`src/rtl/calc_pkg.sv`:
```
`default_nettype none
// ============================================================================
// Module   : calc_pkg
// Purpose  : Shared types and constants for the calc neuron feeder.
// Revision : 1.0
// ============================================================================

package calc_pkg;

  typedef enum logic [2:0] {
    ST_IDLE   = 3'd0,
    ST_CLEAR  = 3'd1,
    ST_STREAM = 3'd2,
    ST_SETTLE = 3'd3,
    ST_HOLD   = 3'd4
  } state_e;

  localparam logic CALC_OP_ADD = 1'b1;
  localparam logic CALC_OP_SUB = 1'b0;

  localparam int DEF_VEC_LEN = 16;

endpackage

`default_nettype wire

```
`src/rtl/calc_feeder_buf.sv`:
```
`default_nettype none
// ============================================================================
// Module   : calc_feeder_buf
// Purpose  : One-entry holding buffer for a prefetched activation/weight pair.
// Revision : 1.0
// ============================================================================

module calc_feeder_buf
  import calc_pkg::*;
#(
  parameter int VEC_LEN = DEF_VEC_LEN
) (
  input  logic               clk,
  input  logic               rst,
  input  logic               load,
  input  logic               pop,
  input  logic [VEC_LEN-1:0] in_act,
  input  logic [VEC_LEN-1:0] in_wgt,
  output logic               full,
  output logic [VEC_LEN-1:0] buf_act,
  output logic [VEC_LEN-1:0] buf_wgt
);

  logic               full_q, full_d;
  logic [VEC_LEN-1:0] act_q, act_d;
  logic [VEC_LEN-1:0] wgt_q, wgt_d;

  // load and pop are mutually exclusive: load needs empty, pop needs full
  always_comb begin
    full_d = full_q;
    act_d  = act_q;
    wgt_d  = wgt_q;
    if (load) begin
      full_d = 1'b1;
      act_d  = in_act;
      wgt_d  = in_wgt;
    end else if (pop) begin
      full_d = 1'b0;
    end
  end

  always_ff @(posedge clk or negedge rst) begin
    if (!rst) begin
      full_q <= 1'b0;
      act_q  <= '0;
      wgt_q  <= '0;
    end else begin
      full_q <= full_d;
      act_q  <= act_d;
      wgt_q  <= wgt_d;
    end
  end

  assign full    = full_q;
  assign buf_act = act_q;
  assign buf_wgt = wgt_q;

endmodule

`default_nettype wire

```
`src/rtl/calc_feeder.sv`:
```
`default_nettype none
// ============================================================================
// Module   : calc_feeder
// Purpose  : Streams XNOR terms of an activation/weight pair into calc, LSB
//            first, and returns the activated neuron bit over valid/ready.
//            Optional one-entry prefetch buffer: CALC_FEEDER_PREFETCH_EN.
// Revision : 1.0
// ============================================================================

module calc_feeder
  import calc_pkg::*;
#(
  parameter int VEC_LEN = DEF_VEC_LEN,
  parameter int CNT_W   = $clog2(VEC_LEN)
) (
  input  logic               clk,
  input  logic               rst,
  input  logic               in_valid,
  output logic               in_ready,
  input  logic [VEC_LEN-1:0] in_act,
  input  logic [VEC_LEN-1:0] in_wgt,
  output logic               calc_1,
  output logic               calc_in,
  output logic               agg_clr,
  input  logic               acted_in,
  output logic               out_valid,
  input  logic               out_ready,
  output logic               out_bit
);

  localparam logic [CNT_W-1:0] LAST_IDX = CNT_W'(VEC_LEN - 1);

  state_e             state_q, state_d;
  logic [CNT_W-1:0]   cnt_q, cnt_d;
  logic [VEC_LEN-1:0] act_q, act_d;
  logic [VEC_LEN-1:0] wgt_q, wgt_d;
  logic               out_bit_q, out_bit_d;
  logic               accept;
  logic               buf_full;
  logic [VEC_LEN-1:0] buf_act, buf_wgt;

`ifdef CALC_FEEDER_PREFETCH_EN
  logic buf_load, buf_pop, load_direct;

  calc_feeder_buf #(
    .VEC_LEN (VEC_LEN)
  ) u_buf (
    .clk     (clk),
    .rst     (rst),
    .load    (buf_load),
    .pop     (buf_pop),
    .in_act  (in_act),
    .in_wgt  (in_wgt),
    .full    (buf_full),
    .buf_act (buf_act),
    .buf_wgt (buf_wgt)
  );

  assign in_ready = ~buf_full;
  // A pair accepted while the shift registers are free bypasses the buffer
  assign buf_load = accept & ~load_direct;
`else
  assign buf_full = 1'b0;
  assign buf_act  = '0;
  assign buf_wgt  = '0;
  assign in_ready = (state_q == ST_IDLE);
`endif

  assign accept = in_valid & in_ready;

  always_comb begin
    state_d   = state_q;
    cnt_d     = cnt_q;
    act_d     = act_q;
    wgt_d     = wgt_q;
    out_bit_d = out_bit_q;
    calc_1    = 1'b0;
    calc_in   = CALC_OP_ADD;
    agg_clr   = 1'b0;
    out_valid = 1'b0;
`ifdef CALC_FEEDER_PREFETCH_EN
    buf_pop     = 1'b0;
    load_direct = 1'b0;
`endif
    unique case (state_q)
      ST_IDLE: begin
        if (buf_full) begin
          act_d   = buf_act;
          wgt_d   = buf_wgt;
          state_d = ST_CLEAR;
`ifdef CALC_FEEDER_PREFETCH_EN
          buf_pop = 1'b1;
`endif
        end else if (accept) begin
          act_d   = in_act;
          wgt_d   = in_wgt;
          state_d = ST_CLEAR;
`ifdef CALC_FEEDER_PREFETCH_EN
          load_direct = 1'b1;
`endif
        end
      end
      ST_CLEAR: begin
        agg_clr = 1'b1;
        cnt_d   = '0;
        state_d = ST_STREAM;
      end
      ST_STREAM: begin
        calc_1  = 1'b1;
        calc_in = (act_q[0] ^ wgt_q[0]) ? CALC_OP_SUB : CALC_OP_ADD;
        act_d   = act_q >> 1;
        wgt_d   = wgt_q >> 1;
        cnt_d   = cnt_q + 1'b1;
        if (cnt_q == LAST_IDX) begin
          state_d = ST_SETTLE;
        end
      end
      ST_SETTLE: begin
        // calc's accumulator is one register deep: acted_in is final now
        out_bit_d = acted_in;
        state_d   = ST_HOLD;
      end
      ST_HOLD: begin
        out_valid = 1'b1;
        if (out_ready) begin
          if (buf_full) begin
            act_d   = buf_act;
            wgt_d   = buf_wgt;
            state_d = ST_CLEAR;
`ifdef CALC_FEEDER_PREFETCH_EN
            buf_pop = 1'b1;
`endif
          end else if (accept) begin
            act_d   = in_act;
            wgt_d   = in_wgt;
            state_d = ST_CLEAR;
`ifdef CALC_FEEDER_PREFETCH_EN
            load_direct = 1'b1;
`endif
          end else begin
            state_d = ST_IDLE;
          end
        end
      end
      default: state_d = ST_IDLE;
    endcase
  end

  always_ff @(posedge clk or negedge rst) begin
    if (!rst) begin
      state_q   <= ST_IDLE;
      cnt_q     <= '0;
      act_q     <= '0;
      wgt_q     <= '0;
      out_bit_q <= 1'b0;
    end else begin
      state_q   <= state_d;
      cnt_q     <= cnt_d;
      act_q     <= act_d;
      wgt_q     <= wgt_d;
      out_bit_q <= out_bit_d;
    end
  end

  assign out_bit = out_bit_q;

endmodule

`default_nettype wire

```
`config.mk`:
```
export PLATFORM = sky130hd
export DESIGN_NAME = calc_feeder
export DESIGN_NICKNAME = d
export VERILOG_FILES = /design/src/rtl/calc_pkg.sv /design/src/rtl/calc_feeder_buf.sv /design/src/rtl/calc_feeder.sv
export SDC_FILE = /design/constraint.sdc
export NUM_CORES = 1
export LEC_CHECK = 0
export ABC_CLOCK_PERIOD_IN_PS = 1940
export CAP_MARGIN = 10
export CORE_ASPECT_RATIO = 0.75
export CORE_MARGIN = 2
export CORE_UTILIZATION = 50
export DETAILED_ROUTE_END_ITERATION = 10
export PLACE_DENSITY_LB_ADDON = 0.2
export SYNTH_ARGS = -nofsm -noshare
export SYNTH_HDL_FRONTEND = slang
export SYNTH_SLANG_ARGS = --single-unit
```
`constraint.sdc`:
```
create_clock -name clk -period 1.94 [get_ports clk]
set_clock_uncertainty 0.1 [all_clocks]
set_input_delay 0.291 -clock clk [delete_from_list [all_inputs] [get_ports clk]]
set_output_delay 0.291 -clock clk [all_outputs]
set_load 0.01 [all_outputs]
```
==> metrics <==
outcome completed; final setup vio count 0; Root Buffer clkbuf_8; post-synthesis sequential area ratio 0.512; Top delay family on crit path simple AND/OR/NAND/NOR gates; WL/cell approximately 16 µm; total power 4.49 mW; Cell Rows 19; DR iter-0 viols just under 80; Post-Syn Area around 2000 µm²; drt pass-1 iters 4; maximum clock rate about 540 MHz; Final Max Slew Viols 0; FF-to-FF End act_q[2]; clock-pin slew on the worst setup and hold paths roughly 0.080 ns; core area roughly 3700 µm²; P_leak ~1.1 nW; origin of the worst setup path state_q[0]; Synth async-reset ratio 1.00; critical path required time between 1.5 and 2 ns; most common cell after layout, fill and taps aside dfrtp_1; PD cells ~1700 nW/µm²; number of global-route vias before repair between 1,500 and 2,000; Starting Density 0.527; Clk Latency, worst-skew pair between 0.2 and 0.3 ns; I/O Buffers 42; commonest non-fill, non-tap cells in the layout 40 x dfrtp_1, 36 x clkdlybuf4s50_1, 32 x nand2_1; Crit path arrival time between 1 and 1.5 ns; top cell type's share of synthesized area 0.512; synth top area cells dfrtp_1 51%, a2111oi_0 13%, a2bb2oi_1 13%, nand2_1 6.1%, clkbuf_1 3.6%; # diodes 0; first-pass GRT wire length 8140 µm; share of layout cells above drive strength 1 0.147; cell taking the most area after synthesis dfrtp_1; worst slew pin tran approximately 0.50 ns; max cap viols 0; R2R cell count 5; Setup CP Type flip-flop to output port; Final GP Congestion ~0.81; Slew Limit Headroom 0.664; Worst Setup EP calc_in; GR Util All Layers 0.229; Post-Route Utilization 0.712; YS warnings 0; PnR worst setup slack 0.0784 ns; DRC 0; Buf/Inv on CP 2; min Tclk post-route 1.86 ns; reg2reg start state_q[1]; largest net degree at the start of global routing a little over 40; cts bufs inserted 5; most used flip-flop cell after synthesis dfrtp_1; Final nets 270; Syn Inst Count 185; final hold viol count 0; Worst setup EP type output port; Setup WS pre-CTS 0.0864 ns; initial antenna violation count 0; CP cell instances or3b_4 -> clkinv_4 -> nand2_1 -> clkdlybuf4s15_1; Crit path depth 4; #FFs+latches synth 40; mean area per synthesized cell around 11 µm²; Sum Neg Setup Slack 0 ns; Die ar. 4430 µm²; H-tree Lvls 2; gr ovfl total 0; Tightest Hold Check Type flip-flop to flip-flop; RSZ-0062 raised after global routing false; Yosys cell types 28; syn nets approximately 220; IO Pins 43; Worst setup SP type flip-flop; die width about 76 µm; Final Cycle Share 0.960; CTS Buffer Depth 2; worst hold margin 0.417 ns; drt total wl 4510 µm; maximum fanout along the worst path 7; vias post-DR between 1,500 and 2,000; clk sinks 40; Antenna Nets Post-Route 0; EDFF count, synth 0; dpl hpwl 3030 µm; Area growth, synth to finish 35.0%; r2r setup slk about 0.26 ns; CP max stage delay 0.42 ns; CTS tree built; Die Ht just under 60 µm; CP max-delay cell or3b_4; IR drop worst, VDD ~1.1 mV; Vias/cell between 5 and 6
## cells by family after synthesis
kind of cell               synth area share
buffers and inverters                0.0538
and+or+nand+nor                       0.108
AOI/OAI and AO/OA                     0.298
adders and majority gates           0.00640
xor gates and xnor gates            0.00896
muxes                                0.0134
DFF                                   0.512
## sequential cells by signal, summed over array words and instances, names as in the netlist
| name | cells |
|---|---|
| cnt_q | 4 |
| state_q | 3 |
| wgt_q | 16 |
| act_q | 16 |
| out_bit | 1 |
## where the power goes
part / leakage, nW / switching, mW / internal [mW]
Clock: 0.0642 / 0.286 / 0.507
Combinational: 0.615 / 1.07 / 1.12
Sequential: 0.458 / 0.255 / 1.25
## worst reg2reg max path, delay by kind of cell, from the launching register on
| kind | cells | cell delay, ns |
|---|---|---|
| buffers and inverters | 2 | 0.37 |
| flip-flops | 1 | 0.39 |
| AO/OA/AOI/OAI | 2 | 0.57 |
| AND/OR/NAND/NOR | 1 | 0.10 |
## routing by layer
| metal | global-route usage | part of all wire |
|---|---|---|
| met2 | 0.376 | 0.46 |
| met4 | 0.0701 | 0.010 |
| met1 | 0.312 | 0.48 |
| met5 | 0 | 0 |
| met3 | 0.0498 | 0.042 |
## area by class of cell
type,count,area [µm²]
Sequential cell,40,1000
Multi-Input combinational cell,120,861
Clock inverter,2,60.1
Fill cell,280,1070
Clock buffer,5,68.8
Timing Repair Buffer,62,567
Inverter,3,16.3
Tap cell,52,65.1
## how the worst min path moves through the flow
stage                from        end  slack, ns  cells after the start
2_1_floorplan         rst   act_q[0]      -0.10                      0
4_1_cts         act_q[15]  act_q[15]       0.42                      1
3_3_place_gp          rst   act_q[5]       0.27                      2
3_5_place_dp          rst   act_q[5]       0.28                      2
5_1_grt        in_act[10]  act_q[10]       0.44                      3
6_report        act_q[15]  act_q[15]       0.42                      1
## synthesized netlist by cell type, types with 2 or more instances
master	number
clkbuf_1	19
a2111oi_0	30
nand3_1	2
a22o_1	3
nor3_1	2
nor2_1	2
buf_2	2
nand2_1	32
a2bb2oi_1	30
a21o_1	2
nand2b_1	2
nor3b_1	2
inv_1	2
a21oi_1	2
dfrtp_1	40
## per-stage QoR
stage	instances	cell area (µm²)
2_1_floorplan	185	1950
3_3_place_gp	272	2460
3_5_place_dp	272	2460
4_1_cts	280	2610
5_1_grt	284	2640
6_report	284	2640
## repair_timing
item                                    CTS  global route
hold endpoints to repair                 40             0
buffers inserted                          0             4
resized for setup                         8             1
hold buffers                              1             0
endpoints found under the setup margin    5             2
(Power assumes the default switching activity.)
